**src/rtl/decoder_seq_onehot_if.sv**
```systemverilog
// Command/status bundle for decoder_seq_onehot: command fields, valid/ready handshake,
// one-hot output and progress flags.
interface decoder_seq_onehot_if #(
    parameter int unsigned SEL_W = 3,
    parameter int unsigned CNT_W = 8
);
    localparam int unsigned OUT_W = 2 ** SEL_W;

    logic             en;
    logic [1:0]       mode;
    logic [SEL_W-1:0] sel;
    logic [CNT_W-1:0] pulse_len;
    logic [SEL_W-1:0] scan_last;
    logic             sel_valid;
    logic             sel_ready;
    logic [OUT_W-1:0] y;
    logic             busy;
    logic             done;

    modport master (
        output en, mode, sel, pulse_len, scan_last, sel_valid,
        input  sel_ready, y, busy, done
    );

    modport slave (
        input  en, mode, sel, pulse_len, scan_last, sel_valid,
        output sel_ready, y, busy, done
    );
endinterface

```
**src/rtl/decoder_seq_onehot.sv**
```systemverilog
// Registered binary-to-one-hot decoder with STATIC hold, timed PULSE and dwell-stepped SCAN
// modes, driven through a valid/ready command interface.
module decoder_seq_onehot #(
    parameter int unsigned SEL_W = 3,
    parameter int unsigned CNT_W = 8
) (
    input logic                 clk,
    input logic                 rst_n,
    decoder_seq_onehot_if.slave bus
);
    localparam int unsigned OUT_W = 2 ** SEL_W;

    typedef enum logic [1:0] {StIdle, StHold, StPulse, StScan} state_e;

    state_e           state_q, state_d;
    logic [SEL_W-1:0] idx_q, idx_d;
    logic [SEL_W-1:0] last_q, last_d;
    logic [CNT_W-1:0] cnt_q, cnt_d;
    logic [CNT_W-1:0] dwell_q, dwell_d;
    logic [OUT_W-1:0] y_q, y_d;
    logic             busy_q, busy_d;
    logic             done_q, done_d;
    logic             accept;
    logic [CNT_W-1:0] len_m1;

    assign accept = bus.sel_valid && !busy_q;
    // Counters hold "cycles remaining minus one", so a zero length collapses to one cycle.
    assign len_m1 = (bus.pulse_len == '0) ? '0 : bus.pulse_len - CNT_W'(1);

    always_comb begin
        state_d = state_q;
        idx_d   = idx_q;
        last_d  = last_q;
        cnt_d   = cnt_q;
        dwell_d = dwell_q;
        busy_d  = busy_q;
        done_d  = 1'b0;
        unique case (state_q)
            StIdle, StHold: begin
                if (accept) begin
                    idx_d   = bus.sel;
                    last_d  = bus.scan_last;
                    cnt_d   = len_m1;
                    dwell_d = len_m1;
                    unique case (bus.mode)
                        2'b01: begin
                            state_d = StPulse;
                            busy_d  = 1'b1;
                        end
                        2'b10: begin
                            state_d = StScan;
                            busy_d  = 1'b1;
                        end
                        default: state_d = StHold;
                    endcase
                end
            end
            StPulse: begin
                if (cnt_q == '0) begin
                    state_d = StIdle;
                    busy_d  = 1'b0;
                    done_d  = 1'b1;
                end else begin
                    cnt_d = cnt_q - CNT_W'(1);
                end
            end
            StScan: begin
                if (cnt_q != '0) begin
                    cnt_d = cnt_q - CNT_W'(1);
                end else if (idx_q == last_q) begin
                    state_d = StIdle;
                    busy_d  = 1'b0;
                    done_d  = 1'b1;
                end else begin
                    // Natural SEL_W-bit overflow gives the OUT_W-1 -> 0 wrap.
                    idx_d = idx_q + SEL_W'(1);
                    cnt_d = dwell_q;
                end
            end
            default: state_d = StIdle;
        endcase
        y_d = (bus.en && state_d != StIdle) ? (OUT_W'(1) << idx_d) : '0;
    end

    always_ff @(posedge clk) begin
        if (!rst_n) begin
            state_q <= StIdle;
            idx_q   <= '0;
            last_q  <= '0;
            cnt_q   <= '0;
            dwell_q <= '0;
            y_q     <= '0;
            busy_q  <= 1'b0;
            done_q  <= 1'b0;
        end else begin
            state_q <= state_d;
            idx_q   <= idx_d;
            last_q  <= last_d;
            cnt_q   <= cnt_d;
            dwell_q <= dwell_d;
            y_q     <= y_d;
            busy_q  <= busy_d;
            done_q  <= done_d;
        end
    end

    assign bus.y         = y_q;
    assign bus.busy      = busy_q;
    assign bus.done      = done_q;
    assign bus.sel_ready = !busy_q;
endmodule

```
**src/flat_wrapper.sv**
```systemverilog
// flat-port wrapper written by rule: the top's interface ports become plain ports
module decoder_seq_onehot_flat 
#(
    parameter int unsigned SEL_W = 3,
    parameter int unsigned CNT_W = 8
)
  (clk, rst_n, bus_en, bus_mode, bus_sel, bus_pulse_len, bus_scan_last, bus_sel_valid, bus_sel_ready, bus_y, bus_busy, bus_done);
  decoder_seq_onehot_if #(.SEL_W(SEL_W), .CNT_W(CNT_W)) bus_i ();
  input logic clk;
  input logic rst_n;
  input wire logic [$bits(bus_i.en)-1:0] bus_en;
  input wire logic [$bits(bus_i.mode)-1:0] bus_mode;
  input wire logic [$bits(bus_i.sel)-1:0] bus_sel;
  input wire logic [$bits(bus_i.pulse_len)-1:0] bus_pulse_len;
  input wire logic [$bits(bus_i.scan_last)-1:0] bus_scan_last;
  input wire logic [$bits(bus_i.sel_valid)-1:0] bus_sel_valid;
  output wire logic [$bits(bus_i.sel_ready)-1:0] bus_sel_ready;
  output wire logic [$bits(bus_i.y)-1:0] bus_y;
  output wire logic [$bits(bus_i.busy)-1:0] bus_busy;
  output wire logic [$bits(bus_i.done)-1:0] bus_done;
  assign bus_i.en = bus_en;
  assign bus_i.mode = bus_mode;
  assign bus_i.sel = bus_sel;
  assign bus_i.pulse_len = bus_pulse_len;
  assign bus_i.scan_last = bus_scan_last;
  assign bus_i.sel_valid = bus_sel_valid;
  assign bus_sel_ready = bus_i.sel_ready;
  assign bus_y = bus_i.y;
  assign bus_busy = bus_i.busy;
  assign bus_done = bus_i.done;
  decoder_seq_onehot #(.SEL_W(SEL_W), .CNT_W(CNT_W)) u_core (.clk(clk), .rst_n(rst_n), .bus(bus_i));
endmodule
```
**config.mk**
```make
export PLATFORM = sky130hd
export DESIGN_NAME = decoder_seq_onehot_flat
export DESIGN_NICKNAME = d
export VERILOG_FILES = /design/src/rtl/decoder_seq_onehot_if.sv /design/src/rtl/decoder_seq_onehot.sv /design/src/flat_wrapper.sv
export SDC_FILE = /design/constraint.sdc
export NUM_CORES = 1
export LEC_CHECK = 0
export CORE_UTILIZATION = 50
export CTS_CLUSTER_DIAMETER = 30
export DETAILED_ROUTE_END_ITERATION = 12
export PLACE_DENSITY = 0.76
export SLEW_MARGIN = 25
export SYNTH_ARGS = -nofsm -noshare
export SYNTH_HDL_FRONTEND = slang
export SYNTH_SLANG_ARGS = --single-unit
```
**constraint.sdc**
```tcl
create_clock -name clk -period 2.3 [get_ports clk]
set_input_delay 0.23 -clock clk [delete_from_list [all_inputs] [get_ports clk]]
set_output_delay 0.23 -clock clk [all_outputs]
set_load 0.03 [all_outputs]
```
== Yosys cells after proc, flatten, opt, wreduce, memory -nomap -nowiden ==
Index checks and enable logic that the tools add are counted.

* Add/subtract/negate cells: 3
* Shift operators: 1
* Mux-type cells: 26
* Reductions and logical operators: 14
* Equality and inequality tests: 13

{| class="wikitable"
|+ Operator list
! cell !! number
|-
| 2-to-1 mux 8 bit || 5
|-
| case mux 8 bit (3 select lines) || 1
|-
| logical NOT 8 bit || 2
|-
| subtractor 8 x 1 -> 8 bit (second input constant) || 2
|-
| 2-to-1 mux 3 bit || 3
|-
| 2-to-1 mux 1 bit || 8
|-
| 2-to-1 mux 2 bit || 4
|-
| nonzero test 8 bit || 1
|-
| left shift 1 x 3 -> 8 bit (first input constant) || 1
|-
| equality test 2 bit (second input constant) || 3
|-
| != test 2 x 1 -> 1 bit (second input constant) || 3
|-
| != test 2 bit (second input constant) || 3
|-
| case mux 2 bit (3 select lines) || 1
|-
| case mux 3 bit (2 select lines) || 1
|-
| AND reduction 5 bit || 1
|-
| equality test 2 x 1 -> 1 bit (second input constant) || 2
|-
| case mux 2 bit (2 select lines) || 1
|-
| AND reduction 2 bit || 2
|-
| OR reduction 2 bit || 2
|-
| adder 3 x 1 -> 3 bit (second input constant) || 1
|-
| equality test 3 bit || 1
|-
| != test 3 x 2 -> 1 bit (second input constant) || 1
|-
| case mux 1 bit (3 select lines) || 1
|-
| AND reduction 3 bit || 1
|-
| other kinds (5) || 6
|}

* Input bits: 20
* Output and inout port bits: 11
* Logic and storage cells: 65
* Register bits after elaboration: 34

== Logic depth before layout (Yosys ltp) ==
Gate-level depths: netlist of the first run.

* Word-level depth: 7
* Gate-level depth with buffers: 7
* Gate-level depth less buffers: 7

== Least setup slack after synthesis of the first run ==
OpenSTA, ideal clock, no wires.

* Kind: reg2reg
* Start point: register u_core.cnt_q[0]
* End point: register u_core.y_q[5], in the netlist u_core.bus.y[5]
* Slack: 0.301 ns
* Path buffers: 0
* Setup time: 0.117 ns
* Data arrival time: 1.882 ns
* Required time: 2.183 ns
* Stages on the path, launching flop included: 8
* Clock period less this slack: 1.999 ns
* Path through: dfxtp_1 inv_1 ha_1 nor4bb_1 and2_1 a221oi_1 o311ai_4 and4b_1

* Cells in the longest elaborated chain, start to end: 6
* Elaborated cells between the ends (all ways): 11
* Those cells by class: shift (1); mux (5); reduce/logical (5)

{| class="wikitable"
|+ RTL lines
! what !! line !! RTL
|-
| from (decl) || decoder_seq_onehot.sv:18 || <nowiki>logic [CNT_W-1:0] cnt_q, cnt_d;</nowiki>
|-
| from (signal assigned) || decoder_seq_onehot.sv:99 || <nowiki>cnt_q <= cnt_d;</nowiki>
|-
| nonzero test 8 bit or logical NOT 8 bit (tied branches) || decoder_seq_onehot.sv:68, decoder_seq_onehot.sv:59 ||
|-
| 2-to-1 mux 2 bit, on equally long branches || decoder_seq_onehot.sv:68, decoder_seq_onehot.sv:59 ||
|-
| case mux 2 bit (3 select lines) || decoder_seq_onehot.sv:38 || <nowiki>unique case (state_q)</nowiki>
|-
| nonzero test 2 bit || decoder_seq_onehot.sv:82 || <nowiki>y_d = (bus.en && state_d != StIdle) ? (OUT_W'(1) << idx_d) : '0;</nowiki>
|-
| logical AND 1 bit || decoder_seq_onehot.sv:82 ||
|-
| AND reduction 2 bit (no source line) || -- ||
|-
| to (signal assigned) || decoder_seq_onehot.sv:101 || <nowiki>y_q <= y_d;</nowiki>
|-
| to (decl) || decoder_seq_onehot.sv:20 || <nowiki>logic [OUT_W-1:0] y_q, y_d;</nowiki>
|}

Parallel ways exist; a longest one is shown, timed or not.
A chain may end at the register's enable or synchronous reset.

== Worst setup path after layout of the first run ==
* Start point: register u_core.cnt_q[2]
* End point: register u_core.cnt_q[0]

* Cells in the longest elaborated chain, start to end: 3
* Elaborated cells between the ends (all ways): 7
* Those cells by class: eq/ne (2); mux (2); reduce/logical (3)

{| class="wikitable"
|+ RTL lines
! what !! line
|-
| nonzero test 8 bit or logical NOT 8 bit (tied branches) || decoder_seq_onehot.sv:68, decoder_seq_onehot.sv:59
|-
| != test 3 x 2 -> 1 bit (no source line) (tied with other cells) || --
|-
| AND reduction 3 bit (no source line) or case mux 8 bit (3 select lines) (tied branches) || --
|}

Parallel ways exist; a longest one is shown, timed or not.

==> results of run 1 <==
metrics by stage:
stage                     setup slack [ns]  total power, uW  std cells
after global routing               0.01584             1963        311
after detailed placement          -0.07327             1305        303
after global placement            -0.03173             1301        303
after floorplan                     0.3010             1092        215
after CTS                          0.04510             1852        311
final                               0.1251             1866        311
power by group through the flow:
stage	clock (uW)	combinational (uW)	sequential, uW
floorplan	0	370	721
global placement	0	578	723
detailed placement	0	582	724
CTS	555	586	711
global route	581	660	721
finish	550	603	713
worst paths after layout:
check / start / end / slack (ns)
max: u_core.cnt_q[2] / u_core.cnt_q[0] / 0.13
min: u_core.dwell_q[0] / u_core.dwell_q[0] / 0.46
max reg2reg: u_core.cnt_q[2] / u_core.cnt_q[0] / 0.13
min reg2reg: u_core.dwell_q[0] / u_core.dwell_q[0] / 0.46
kinds of logic after synthesis:
group	Yosys count	share of synthesized area, %
AOI/OAI and AO/OA	62	23.94
and+or+nand+nor	80	24.68
muxes	11	6.036
buffers and inverters	19	3.823
xor gates and xnor gates	5	2.347
DFF	34	36.49
adders and majority gates	4	2.683
cell type report:
type | instances | area [um^2]
clock buffers | 5 | 68.82
repair buffers | 49 | 442.9
multi-input cells | 162 | 1131
inverters | 12 | 45.04
fillers | 303 | 970.9
well taps | 46 | 57.56
flip-flops and latches | 34 | 680.7
clock inverters | 3 | 45.04
critical path: stages, from the launching register on:
cell and delay [ns]:
dfxtp_1 0.37, or4_4 0.59, nor4_4 0.27, o221ai_1 0.30, buf_4 0.26, o211a_1 0.11
o21a_1 0.16
registers in the layout (all words and copies together), names as in the netlist:
name / flops
u_core.bus.y: 8
u_core.bus.busy: 1
u_core.bus.done: 1
u_core.cnt_q: 8
u_core.idx_q: 3
u_core.dwell_q: 8
u_core.state_q: 2
u_core.last_q: 3
layout by cell type, fill, tap and decap left out, drive strengths merged, types with 2 or more instances in the layout:
cell type / instances
a21oi: 17
and3: 3
dfxtp: 34
a32o: 2
and2: 4
o21a: 2
ha: 4
buf: 19
nor4: 4
clkinv: 2
or4: 2
nor4b: 4
nand2: 19
clkbuf: 5
o211ai: 4
nor2: 19
o221ai: 2
xor2: 4
inv: 10
a211oi: 5
o311ai: 2
nor3: 8
clkdlybuf4s50: 30
clkinvlp: 2
mux2i: 9
and4b: 3
nor3b: 2
o211a: 3
nand3: 2
nand2b: 2
a31oi: 3
or4b: 2
a21o: 2
o21ai: 9
mux2: 2
o31ai: 2
metal layers:
layer  global-route usage, %  vias to the layer above  wire length, um
met5                       0                        -                0
li1                        -                      905                -
met4                   8.430                        0               58
met1                   35.43                      831             2232
met3                   5.435                        7              306
met2                   37.63                       71             2056
what timing repair did:
| item | CTS | global route |
|---|---|---|
| endpoints found under the hold margin | 0 | 0 |
| resized for setup | 0 | 2 |
| setup endpoints to repair | 0 | 8 |
| buffers inserted | 0 | 0 |
==> out/metrics.yaml, run 1 <==
swShare_pct: 33.30
antenna_cells: 0
vias_per_cell: 5.833
postRouteAntennaNets: 0
synth_async_sr_flop_share_pct: 0
drive_gt1_share_pct: 14.72
wl_um: 4654
cts_root_buf: "clkbuf_8"
grt_overflow: 0
period_share_pct: 94.56
synth_top_area_cell: "dfxtp_1"
p_int_uw: 1245
max_freq_mhz: 459.8
drt_iter0_drc: 94
syn_nets: 239
drcViolationCount: 0
die_w_um: 63.08
tritoncts: "built"
syn2layout_area_growth_pct: 32.46
synth-seq-cells: 34
track_usage_pct: 25.14
rows: 21
final_nets: 288
h-tree-depth: 2
gp_congestion: 0.9564
grt_pass1_vias: 1654
worstPathMaxFanout: 6
end_kind: "flop"
yosys_warnings: 0
synthDistinctLibCells: 55
clock_sinks: 34
startpoint_type: "flop"
pwr-share-seq_pct: 38.2
fin_setup_tns_ns: 0
clkSlewWorstSetupHoldPaths_ns: 0.07
maxSlewViolCount: 0
power_switching_uw: 621.5
worst_pin_slew_ns: 0.5835
ys_seq_area_share_pct: 36.49
synth-edff-count: 0
cp.required_ns: 2.49
skew_ns: 0.003973
io_buffer_count: 30
first_pass_iters: 5
start_util_pct: 54.20
path_class: "flop to flop"
final_area_um2: 2471
avgSynthCellArea_um2: 8.677
period_minus_slack_ns: 2.175
hold_depth: 2
setup_viol: 0
cts_buffers: 5
core_um2: 3442
hp-class: "flop to flop"
place_area_um2: 2345
arrival_ns: 2.36
power_density_nw_per_um2: 755.3
cap_violations: 0
power_leakage_uw: 0.0009982
ir_worst_vdd_v: 0.0004571
hold_viol: 0
vias: 1814
synth_commonest_cells: "dfxtp_1 (34), nand2_1 (19), nor2_1 (19)"
synth_most_common_cell: "dfxtp_1"
die_h_um: 63.08
ios: 31
grt_max_degree: 15
antenna_found_initial: 0
synthCells: 215
reg2reg_depth: 6
slew_headroom_pct: 60.80
clkPwrFrac_pct: 29.5
syn-cell-area_um2: 1866
p_comb_share_pct: 32.3
synthTopCellsByArea: "dfxtp_1 (36%), mux2i_1 (4.8%), a21oi_1 (4.3%)"
cts_max_path_buffers: 2
hold_ws_ns: 0.4606
grt_pass1_wl_um: 7803
hold_buffers: 0
clock_latency_ns: 0.29
rsz0062_at_grt: "false"
dieArea_um2: 3979
routedWlPerCell_um: 14.96
ys_dominant_reg_cell: "dfxtp_1"
status: "completed"
hpwl_um: 3514
post-route-util_pct: 71.79
synth_top_area_share_pct: 36.49
(Power assumes the default switching activity.)
==> inputs of run 2 (changes only) <==
- CORE_UTILIZATION: 50 -> 37
- PLACE_DENSITY: 0.76 -> default
==> run 2 against run 1 <==
Net effect:
- sequential power down 0.6%
- combinational power rose by 6.1%
- clock-buffer cell count did not move
- design area increased by 4.7%
- power is 8.2% higher
- register-to-register slack about the same
- sequential cell count unchanged
- global-route usage shrank 4.8 points
- cell count increased by 9.3%
- setup slack lost 0.0073 ns
- die area grew 34%
==> out/metrics.yaml, run 2 (synthesized netlist as in run 1, its figures left out) <==
status: "completed"
hold_viol: 0
wl_met3_um: 183
setup_viol: 0
power_leakage_uw: 0.001057
dieArea_um2: 5330
drcViolationCount: 0
hpwl_um: 3654
gp_congestion: 0.8305
layout.cells.non_filler: 340
period_minus_slack_ns: 2.182
grt_pass1_wl_um: 8093
rsz0062_at_grt: "false"
period_share_pct: 94.88
cts_buffers: 5
cp_slowest_cell: "or4_4"
start_util_pct: 38.98
hold_ws_ns: 0.4570
finalWorstSetupSlack_ns: 0.1178
place_area_um2: 2424
m1WireLength_um: 2546
postRouteAntennaNets: 0
reg2reg_depth: 6
total_power_uw: 2020
place_inst: 331
final_area_um2: 2587
power_density_nw_per_um2: 780.7
track_usage_pct: 20.37
slew_headroom_pct: 62.66
end_kind: "flop"
final_nets: 296
slowest_delay_ns: 0.60
cp.required_ns: 2.50
dp_slack_ns: -0.06103
hp-class: "flop to flop"
drive_gt1_share_pct: 17.58
cts_root_buf: "clkbuf_8"
crit_end: "u_core.cnt_q[0]"
routedWlPerCell_um: 14.58
ios: 31
worstSetupPathDepth: 6
cp_num_buf_inv: 1
maxSlewViolCount: 0
mostFrequentLayoutCells: "dfxtp_1 (34), clkdlybuf4s50_1 (30), buf_4 (27)"
die_h_um: 73.01
final_common_cell: "dfxtp_1"
io_buffer_count: 30
rows: 25
grt_max_degree: 14
worst_pin_slew_ns: 0.5601
cp-startpoint: "u_core.cnt_q[2]"
wl_um: 4957
arrival_ns: 2.38
ir_worst_vdd_v: 0.0003185
vias_per_cell: 5.338
cp_top_family: "simple AND/OR/NAND/NOR gates"
die_w_um: 73.01
clock_sinks: 34
crit_chain: "or4_4 > nor4_4 > o221ai_1 > buf_4 > o211a_1 > o21a_1"
clkSlewWorstSetupHoldPaths_ns: 0.07
reg2reg_setup_slack_ns: 0.12
path_class: "flop to flop"
startpoint_type: "flop"
highest_layer: "met4"
antenna_found_initial: 0
skew_ns: 0.008904
max_freq_mhz: 458.3
first_pass_iters: 4
h-tree-depth: 2
cap_violations: 0
r2r_start: "u_core.cnt_q[2]"
antenna_cells: 0
met2WireLength_um: 2117
core_um2: 4786
r2r_end: "u_core.cnt_q[0]"
cts_max_path_buffers: 2
syn2layout_area_growth_pct: 38.70
drt_iter0_drc: 122
clock_latency_ns: 0.30
grt_pass1_vias: 1632
grt_overflow: 0
vias: 1815
tritoncts: "built"
worstPathMaxFanout: 6
==> run 2: layer usage <==
metal | GRT usage, % | vias up
li1 | - | 923
met2 | 28.60 | 47
met1 | 29.33 | 835
met4 | 9.368 | 0
met5 | 0 | -
met3 | 4.420 | 10
==> run 2: worst register-to-register path: stages, from the launching register on <==
cell	delay (ns)
dfxtp_1	0.38
or4_4	0.60
nor4_4	0.26
o221ai_1	0.33
buf_4	0.26
o211a_1	0.11
o21a_1	0.16
==> run 2: layout make-up <==
cell class	count	area, um^2
tap	67	83.83
timing repair buffer	57	503.0
multi-input combinational	162	1137
clock inverter	3	68.82
fill	480	2198
sequential	34	680.7
clock buffer	5	68.82
inverter	12	45.04
==> run 2: timing repair <==
| action | 4_1_cts | 5_1_grt |
|---|---|---|
| resized for setup | 0 | 3 |
| setup buffers | 0 | 1 |
| endpoints found under the setup margin | 0 | 3 |
| hold buffers | 0 | 0 |
==> run 2: worst min-delay path by stage <==
stage	to	cells after the start	startpoint
floorplan	u_core.last_q[0]	2	bus_scan_last[0]
detailed placement	u_core.dwell_q[0]	2	u_core.dwell_q[0]
global route	u_core.dwell_q[0]	2	u_core.dwell_q[0]
finish	u_core.dwell_q[0]	2	u_core.dwell_q[0]
CTS	u_core.dwell_q[0]	2	u_core.dwell_q[0]
global placement	u_core.dwell_q[0]	2	u_core.dwell_q[0]
==> run 2: where the power goes <==
group          total [uW]  switching [uW]  internal, uW
clock                 672             237           434
sequential            709            60.0           649
combinational         640             340           300
total                2020             637          1380
==> run 2: through the flow <==
step / utilization [%] / setup TNS, ns
6_report: 54.07 / 0
4_1_cts: 53.52 / 0
3_3_place_gp: 50.64 / -0.04783
3_5_place_dp: 50.64 / -0.06103
2_1_floorplan: - / 0
5_1_grt: 54.07 / 0
==> RTL edit: new RTL, settings of run 2 <==
`SEL_W` is set to 3 in 3 places; all go to 2.
--- a/src/rtl/decoder_seq_onehot_if.sv
+++ b/src/rtl/decoder_seq_onehot_if.sv
@@ -3,3 +3,3 @@
 interface decoder_seq_onehot_if #(
-    parameter int unsigned SEL_W = 3,
+    parameter int unsigned SEL_W = 2,
     parameter int unsigned CNT_W = 8
--- a/src/rtl/decoder_seq_onehot.sv
+++ b/src/rtl/decoder_seq_onehot.sv
@@ -3,3 +3,3 @@
 module decoder_seq_onehot #(
-    parameter int unsigned SEL_W = 3,
+    parameter int unsigned SEL_W = 2,
     parameter int unsigned CNT_W = 8
--- a/src/flat_wrapper.sv
+++ b/src/flat_wrapper.sv
@@ -3,3 +3,3 @@
 #(
-    parameter int unsigned SEL_W = 3,
+    parameter int unsigned SEL_W = 2,
     parameter int unsigned CNT_W = 8
Interface: changed (resized bus_scan_last, bus_sel and bus_y); port bits go from 31 to 25. The function was not compared with the original's and may differ.
==> RTL edit against run 2 <==
Critical path depth increased by 2. Total power decreased by 27%. Synthesized area decreased by 11%. Final area decreased by 21%. Highest routed layer unchanged. Wire length decreased by 14%. Sequential cell count decreased by 6. Worst setup slack improved by 0.084 ns. Synthesized cell count decreased by 8.8%. Critical endpoint is now u_core.bus.y[1]. Die area decreased by 11%. Critical path type unchanged. Non-clock buffer count decreased by 28. Sequential share of layout area increased by 1.3 points.
==> RTL edit: results (changes against run 2) <==
* PortBufs at 24 (-20%)
* HP Start: bus_scan_last[0]
* Worst-path fanout max at 5 (-1)
* Pre-Repair DR Iteration Count at 4 (unchanged)
* Max transition margin at 0.5649 (-0.06172)
* Post-synthesis adder-cell area fraction at 0.03014 (+0.003316)
* Status: finished, final reports clean
* Post-Synth XOR/XNOR Area at 0.03165 (+0.008176)
* Final #Nets at 242 (-18%)
* Post-synthesis sequential area ratio at 0.3376 (-0.02725)
* Layout cells sized above 1 at 0.09132 (-0.08450)
* Synth unique cells at 54 (-1.8%)
* Highest Signal Layer: met4
* Wire length per cell at 15.78 µm (+8.2%)
* GR Util All Layers at 0.1982 (-0.005452)
* Largest net degree at the start of global routing at 22 (+8)
* WHS Endpoint: u_core.last_q[0]
* Hold_ws at 0.4892 ns (+0.03215 ns)
* Largest delay share family, worst path: simple AND/OR/NAND/NOR gates
* Post-synthesis mux area share at 0.04898 (-0.01138)
* First-pass GRT wire length at 6913 µm (-15%)
* Postcts setup bufs at 0 (unchanged)
* Deepest clock path buffer count at 2 (unchanged)
* Minimum clock period at 2.098 ns (-0.08417 ns)
* VDD IR max at 368.9 µV (+16%)
* Total CTS buffers at 3 (-2)
* Pre-CTS setup slack at 0.01627 ns (+0.07730 ns)
* GRT overflow at 0 (unchanged)
* Register-to-register setup slack at 0.20 ns (+0.08 ns)
* Initial antenna violation count at 0 (unchanged)
* Routed met3 length at 119 µm (-35%)
* HPWL Detailed at 3201 µm (-12%)
* H-tree depth at 1 (-1)
* Vias per cell at 5.703 (+6.8%)
* Post-synth top cells: 28 x dfxtp_1, 21 x nor2_1, 17 x nand2_1, 14 x inv_1, 13 x a21oi_1
* Slowest-stage cell, CP: a21oi_1
* Reg-to-Reg Start: u_core.cnt_q[0]
* First DRT Iteration DRCs at 73 (-40%)
* Crit path largest cell delay at 0.37 ns (-0.23 ns)
* Compound-cell area share of the yosys netlist at 0.2570 (+0.01753)
* Dominant synthesized flop cell: dfxtp_1
* Largest cells by area after synthesis: dfxtp_1 34%, nor2_1 4.7%, mux2i_1 4.2%, a21oi_1 3.9%, nand2_1 3.8%
* Clock root cell: clkbuf_8
* Met2 Wirelength at 1958 µm (-7.5%)
* Resize count post-CTS at 0 (unchanged)
* YS warnings at 0 (unchanged)
* Clk_skew at 0.001644 ns (-0.007261 ns)
* Worst hold path class: input port to register
* Routability Congestion at 0.8880 (+6.9%)
* Worst Hold Depth at 3 (+1)
* Clk Latency, worst-skew pair at 0.28 ns (-0.02 ns)
* Critical Path End: u_core.bus.y[1]
* Clk slew on worst S/H paths at 0.10 ns (+0.03 ns)
* Post-Route M1 WL at 2108 µm (-17%)
* FF-to-FF path depth at 8 (+2)
* Syn Nets at 218 (-8.8%)
* Leakage at 0.8307 nW (-21%)
* Vias in the first global route at 1,457 (-11%)
## RTL edit: cell types whose count changed after synthesis, moves of 3 or more
| cell | change |
|---|---|
| a22oi_1 | +7 |
| or3b_1 | +3 |
| and4b_1 | -3 |
| and2_1 | -3 |
| nor4b_1 | -4 |
| inv_1 | +4 |
| a21oi_1 | -3 |
| o21ai_0 | -6 |
| nor3_1 | -3 |
| dfxtp_1 | -6 |
| clkbuf_1 | +3 |
## RTL edit: stage by stage
stage,area [µm²],std cells
2_1_floorplan,1660,196
3_3_place_gp,1962,265
3_5_place_dp,1962,265
4_1_cts,2033,269
5_1_grt,2033,269
6_report,2033,269
## RTL edit: layout make-up
class / count / area (µm²)
fill: 427 / 2111
multi-input combinational: 144 / 1008
sequential: 28 / 560.5
timing repair buffer: 29 / 277.8
tap: 50 / 62.56
inverter: 14 / 52.55
clock buffer: 3 / 41.29
clock inverter: 1 / 30.03
## RTL edit: report_power, final
part / switching (mW) / internal (mW) / total (mW) / leakage (nW)
registers: 0.0604 / 0.538 / 0.598 / 0.230
logic: 0.278 / 0.212 / 0.490 / 0.565
clock network: 0.162 / 0.233 / 0.396 / 0.0357
total: 0.500 / 0.983 / 1.48 / 0.831
## RTL edit: kinds of logic (layout without fill, tap and decap cells)
| kind of cell | Yosys count | after routing |
|---|---|---|
| and+or+nand+nor | 70 | 70 |
| AOI/OAI and AO/OA | 56 | 56 |
| DFF | 28 | 28 |
| buffers and inverters | 24 | 47 |
| muxes | 8 | 8 |
| xor gates and xnor gates | 6 | 6 |
| adders and majority gates | 4 | 4 |
## RTL edit: layer usage
layer | vias to the layer above | GRT usage
met1 | 725 | 0.2661
met5 | - | 0
met3 | 4 | 0.02303
li1 | 771 | -
met2 | 34 | 0.3204
met4 | 0 | 0.07908
